`src/rtl/m_axi_lite_master.sv`:
```
// AXI4-Lite initiator. A single-beat command is turned into one AXI4-Lite
// read or write transaction, and its result comes back as one response.
// Only one transaction is in flight at a time. Every output is driven from
// registers, so no input reaches an output through logic alone.
//
// Handshake rule used on every channel here: a transfer happens on the
// rising edge where VALID and READY are both high. A source keeps VALID high,
// and its payload unchanged, until that edge. A source never waits for READY
// before raising VALID.
module m_axi_lite_master #(
  parameter int          ADDR_WIDTH = 32,
  parameter int          DATA_WIDTH = 32,
  parameter int          BYTE_WIDTH = DATA_WIDTH / 8,
  parameter logic [2:0]  AXI_PROT   = 3'b000
) (
  input  logic                  aclk,
  input  logic                  aresetn,
  // command side
  input  logic                  cmd_valid,
  output logic                  cmd_ready,
  input  logic                  cmd_we,
  input  logic [ADDR_WIDTH-1:0] cmd_addr,
  input  logic [DATA_WIDTH-1:0] cmd_wdata,
  input  logic [BYTE_WIDTH-1:0] cmd_wstrb,
  // response side
  output logic                  rsp_valid,
  input  logic                  rsp_ready,
  output logic                  rsp_we,
  output logic [DATA_WIDTH-1:0] rsp_rdata,
  output logic [1:0]            rsp_resp,
  // write address channel
  output logic [ADDR_WIDTH-1:0] m_axi_awaddr,
  output logic [2:0]            m_axi_awprot,
  output logic                  m_axi_awvalid,
  input  logic                  m_axi_awready,
  // write data channel
  output logic [DATA_WIDTH-1:0] m_axi_wdata,
  output logic [BYTE_WIDTH-1:0] m_axi_wstrb,
  output logic                  m_axi_wvalid,
  input  logic                  m_axi_wready,
  // write response channel
  input  logic [1:0]            m_axi_bresp,
  input  logic                  m_axi_bvalid,
  output logic                  m_axi_bready,
  // read address channel
  output logic [ADDR_WIDTH-1:0] m_axi_araddr,
  output logic [2:0]            m_axi_arprot,
  output logic                  m_axi_arvalid,
  input  logic                  m_axi_arready,
  // read data channel
  input  logic [DATA_WIDTH-1:0] m_axi_rdata,
  input  logic [1:0]            m_axi_rresp,
  input  logic                  m_axi_rvalid,
  output logic                  m_axi_rready,
  // current FSM state, for observation only
  output logic [2:0]            dbg_state_o
);

  typedef enum logic [2:0] {
    S_IDLE  = 3'd0,
    S_WRITE = 3'd1,
    S_WRESP = 3'd2,
    S_RADDR = 3'd3,
    S_RDATA = 3'd4,
    S_RSP   = 3'd5
  } state_e;

  state_e                state_q, state_d;
  logic                  cmd_ready_q;
  logic                  aw_done_q, w_done_q;
  logic                  we_q;
  logic [ADDR_WIDTH-1:0] addr_q;
  logic [DATA_WIDTH-1:0] wdata_q;
  logic [BYTE_WIDTH-1:0] wstrb_q;
  logic [DATA_WIDTH-1:0] rdata_q;
  logic [1:0]            resp_q;

  logic cmd_fire, aw_fire, w_fire;

  assign cmd_fire = cmd_valid & cmd_ready_q;
  assign aw_fire  = m_axi_awvalid & m_axi_awready;
  assign w_fire   = m_axi_wvalid & m_axi_wready;

  // State register. A reset during a transaction drops it without any response.
  always_ff @(posedge aclk) begin
    if (!aresetn) begin
      state_q <= S_IDLE;
    end else begin
      state_q <= state_d;
    end
  end

  // Next-state logic. AW and W may finish in either order or on the same edge.
  always_comb begin
    state_d = state_q;
    case (state_q)
      S_IDLE:  if (cmd_fire) state_d = cmd_we ? S_WRITE : S_RADDR;
      S_WRITE: if ((aw_done_q | aw_fire) & (w_done_q | w_fire)) state_d = S_WRESP;
      S_WRESP: if (m_axi_bvalid) state_d = S_RSP;
      S_RADDR: if (m_axi_arready) state_d = S_RDATA;
      S_RDATA: if (m_axi_rvalid) state_d = S_RSP;
      S_RSP:   if (rsp_ready) state_d = S_IDLE;
      default: state_d = S_IDLE;
    endcase
  end

  // Output decode. These signals depend only on the state and the done flags.
  always_comb begin
    m_axi_awvalid = 1'b0;
    m_axi_wvalid  = 1'b0;
    m_axi_bready  = 1'b0;
    m_axi_arvalid = 1'b0;
    m_axi_rready  = 1'b0;
    rsp_valid     = 1'b0;
    case (state_q)
      S_WRITE: begin
        m_axi_awvalid = ~aw_done_q;
        m_axi_wvalid  = ~w_done_q;
      end
      S_WRESP: m_axi_bready  = 1'b1;
      S_RADDR: m_axi_arvalid = 1'b1;
      S_RDATA: m_axi_rready  = 1'b1;
      S_RSP:   rsp_valid     = 1'b1;
      default: ;
    endcase
  end

  // cmd_ready is registered, so it is low for the whole reset and becomes high on the first edge after release.
  always_ff @(posedge aclk) begin
    if (!aresetn) begin
      cmd_ready_q <= 1'b0;
    end else begin
      cmd_ready_q <= (state_d == S_IDLE);
    end
  end

  // Latch the command. The AXI payload is held stable until the transaction ends.
  always_ff @(posedge aclk) begin
    if (!aresetn) begin
      we_q    <= 1'b0;
      addr_q  <= '0;
      wdata_q <= '0;
      wstrb_q <= '0;
    end else if (cmd_fire && state_q == S_IDLE) begin
      we_q    <= cmd_we;
      addr_q  <= cmd_addr;
      wdata_q <= cmd_wdata;
      wstrb_q <= cmd_wstrb;
    end
  end

  // Per-channel done flags. Each VALID drops on the cycle after its own handshake.
  always_ff @(posedge aclk) begin
    if (!aresetn) begin
      aw_done_q <= 1'b0;
      w_done_q  <= 1'b0;
    end else if (cmd_fire) begin
      aw_done_q <= 1'b0;
      w_done_q  <= 1'b0;
    end else if (state_q == S_WRITE) begin
      if (aw_fire) aw_done_q <= 1'b1;
      if (w_fire)  w_done_q  <= 1'b1;
    end
  end

  // Capture the response. Writes return zero data. Error codes are passed on as received.
  always_ff @(posedge aclk) begin
    if (!aresetn) begin
      rdata_q <= '0;
      resp_q  <= 2'b00;
    end else if (state_q == S_WRESP && m_axi_bvalid) begin
      rdata_q <= '0;
      resp_q  <= m_axi_bresp;
    end else if (state_q == S_RDATA && m_axi_rvalid) begin
      rdata_q <= m_axi_rdata;
      resp_q  <= m_axi_rresp;
    end
  end

  assign cmd_ready    = cmd_ready_q;
  assign rsp_we       = we_q;
  assign rsp_rdata    = rdata_q;
  assign rsp_resp     = resp_q;
  assign m_axi_awaddr = addr_q;
  assign m_axi_araddr = addr_q;
  assign m_axi_wdata  = wdata_q;
  assign m_axi_wstrb  = wstrb_q;
  assign m_axi_awprot = AXI_PROT;
  assign m_axi_arprot = AXI_PROT;
  assign dbg_state_o  = state_q;

endmodule

```
`config.mk`:
```
export PLATFORM = sky130hd
export DESIGN_NAME = m_axi_lite_master
export DESIGN_NICKNAME = d
export VERILOG_FILES = /design/src/rtl/m_axi_lite_master.sv
export SDC_FILE = /design/constraint.sdc
export NUM_CORES = 1
export LEC_CHECK = 0
export BUFFER_PORTS_ARGS = -buffer_cell sky130_fd_sc_hd__buf_4
export CORE_MARGIN = 4
export CORE_UTILIZATION = 39
export DETAILED_ROUTE_END_ITERATION = 6
export GPL_TIMING_DRIVEN = 0
export PLACE_DENSITY = 0.72
export SLEW_MARGIN = 20
export SYNTH_ARGS = -nofsm -noshare
export SYNTH_HDL_FRONTEND = slang
export SYNTH_SLANG_ARGS = --single-unit
```
`constraint.sdc`:
```
create_clock -name aclk -period 1.6 [get_ports aclk]
set_input_delay 0.48 -clock aclk [delete_from_list [all_inputs] [get_ports aclk]]
set_output_delay 0.48 -clock aclk [all_outputs]
set_load 0.1 [all_outputs]
```
==> qor.txt <==
CP Launch Point: dbg_state_o[1]
share of the synthesized netlist area taken by xor and xnor gates: 0%
EDFF count, synth: 0
number of standard cells after synthesis: 537
Final nets: 959
number of unique standard cell types used by synthesis: 33
average size of a mapped cell: 8.25 um^2
num ports: 265
kind of end point of the critical path: output port
clock slew at the register clock pins of the worst setup and hold paths: 0.07 ns
static leakage power: 3.62 nW
routed vias/inst: 4.81
smallest setup slack after layout: -0.349 ns
leading cell type by number of instances after synthesis: nand2_1
hold violation count in the final report: 0
number of global-route vias before repair: 4585
first-pass GRT wire length: 22600 um
IR drop worst, VDD: 941 uV
Sink Count: 109
max-cap check violation count: 0
number of flip-flops and latches in the synthesized netlist: 109
part of the Yosys area used for sequential elements: 49.3%
RSZ-0062 raised after global routing: true
cell types with the highest counts after synthesis: 200 x nand2_1, 109 x dfxtp_1, 59 x a21boi_0
adder-cell area share of the yosys netlist: 0%
CTS tree: built
Period minus WS final: 1.95 ns
cts hold-fix bufs: 0
core region area: 0.0110 mm^2
share of layout cells above drive strength 1: 64.0%
buffering stage count on the worst path with inverters included: 1
setup skew after layout: 0.0104 ns
Clk Tree Root Cell: clkbuf_16
Iter 0 DRT Violations: 208
overall die height: 115 um
count of unresolved DRC violations after routing: 0
WL/cell: 16.1 um
initial core utilization: 40.3%
overall die width: 115 um
Netlist Area Pre-Place: 0.00443 mm^2
final setup fails: 79
Compound-Gate Fraction of Synth Area: 17.3%
ant diodes: 0
Yosys warning count: 0
dominant delay contributor by cell family on the critical path: simple AND/OR/NAND/NOR gates
path class of the lowest-slack min-delay path: input port to register
number of standard cells in the final layout excluding fillers: 989
final-report max-slew violation count: 0
layout overhead on the synthesized area: 83.5%
Std-Cell Rows: 38
buffer depth of the longest clock path: 2
first-pass detailed-route iteration total: 4
cell chain of the critical path: or3b_4 -> nor2_4 -> buf_12
multi-input logic area: 0.00228 mm^2
Final period util: 122%
power density over the cells: 1290 mW/mm^2
start of the worst register-to-register path: dbg_state_o[1]
clock latency on the worst-skew pair: 0.34 ns
predominant post-synthesis flop cell: dfxtp_1
Final ANT Viol Nets: 0
total global-route track usage: 21.8%
I/O Buffers: 258
maximum single-stage delay on the critical path: 0.44 ns
Max Fanout on Critical Path: 4
Yosys top cell by area: dfxtp_1
Sum Neg Setup Slack: -9.77 ns
highest attainable clock frequency: 513 MHz
Crit-path slowest cell: or3b_4
weighted congestion reported at the end of routability-driven placement: 0.787
CP Data Required Time: 1.12 ns
arrival time at the worst endpoint: 1.47 ns
number of antenna violations at the first check in global routing: 0
share of flip-flops with an asynchronous set or reset after synthesis: 0%
combined flip-flop and latch cell area: 0.00224 mm^2
area fraction of the dominant cell type after synthesis: 49.3%
dominant combinational cell family by area after synthesis: simple AND/OR/NAND/NOR gates
Min-Delay Startpoint: cmd_addr[23]
dpl hpwl: 11200 um
result of the run: finished with violations
dpl ws: -0.428 ns
post-synthesis mux area share: 0.226%
final-layout fill cell count: 783
cell types with the largest area share after synthesis: dfxtp_1 49%, nand2_1 17%, a21boi_0 10%, buf_4 6.8%, a21oi_1 4.1%
failing checks: negative setup slack
worst setup path category: register to output port
aggregate global routing overflow: 0
pin count of the biggest net entering global routing: 20
simple-gate share of the synthesized area: 22.2%
total number of H-tree levels: 3
number of placed instances with taps included: 940
final wirelength: 15900 um
number of buffers inserted during clock tree synthesis: 9
full die area: 0.0131 mm^2
Setup crit start kind: register
via count: 4753
Core Util, Final: 74.0%
worst hold slack: 0.378 ns
## through the flow
step | cell area (um^2) | total power, mW
2_1_floorplan | 4620 | 6.52
3_3_place_gp | 6730 | 7.45
3_5_place_dp | 6730 | 7.49
4_1_cts | 7410 | 9.97
5_1_grt | 8130 | 10.9
6_report | 8130 | 10.5
## sequential cells by signal (all words and copies together) (netlist names)
| register | count |
|---|---|
| aw_done_q | 1 |
| dbg_state_o | 3 |
| rsp_rdata | 32 |
| m_axi_araddr | 32 |
| cmd_ready | 1 |
| rsp_we | 1 |
| m_axi_wdata | 32 |
| rsp_resp | 2 |
| w_done_q | 1 |
| m_axi_wstrb | 4 |
## repair_timing
action | in CTS | in global routing
endpoints found under the setup margin | 102 | 115
gates cloned | 6 | 5
resized for setup | 53 | 167
buffers inserted | 21 | 8
pin swaps | 7 | 82
## tightest hold or removal path, stage by stage
cell,delay [ns]
buf_4,0.11
nand2_1,0.05
a21boi_1,0.05
## cells by family (layout without fill, tap and decap cells)
logic type / Yosys count / count (layout)
DFF: 109 / 109
muxes: 1 / 1
buffers and inverters: 77 / 384
other: 1 / 6
AOI/OAI and AO/OA: 113 / 113
and+or+nand+nor: 236 / 236
## layout by cell type (no fill, tap or decap), types with 7 or more instances in the layout
cell type,count
dfxtp_2,32
a21boi_1,44
clkbuf_1,9
buf_4,295
a21oi_2,17
buf_6,30
a21boi_2,25
nand2_1,131
nand2_2,58
dfxtp_1,73
buf_12,12
clkbuf_16,15
nand2_4,21
buf_8,7
a21oi_1,19
## final timing paths
kind                                    endpoint  slack, ns  cells after the start
worst min-delay path            m_axi_araddr[23]       0.38                      3
worst max-delay path               m_axi_awvalid      -0.35                      3
worst max register to register     rsp_rdata[24]      -0.17                     10
worst min register to register    m_axi_wdata[8]       0.46                      2
## layer usage
layer | vias to the layer above | GRT usage [%] | share of wire [%] | routed length [um]
met5 | - | 0 | 0 | 0
met4 | 0 | 10.1 | 3.6 | 579
met3 | 39 | 5.29 | 6.8 | 1080
met2 | 178 | 39.5 | 53 | 8470
met1 | 2231 | 23.8 | 36 | 5770
li1 | 2305 | - | - | -
## power breakdown
part           switching (mW)  internal (mW)  total (mW)
Clock                   0.969           1.23        2.20
Sequential              0.217           2.97        3.19
Combinational            3.49           1.63        5.11
## layout make-up
type | instances | share of cell area (%)
repair buffers | 298 | 31.6
flip-flops and latches | 109 | 27.5
inverters | 3 | 0.139
well taps | 140 | 2.16
multi-input cells | 356 | 28.0
plain buffers | 68 | 6.91
clock buffers | 13 | 3.46
clock inverters | 2 | 0.169
Power figures use the tool's default switching activity.
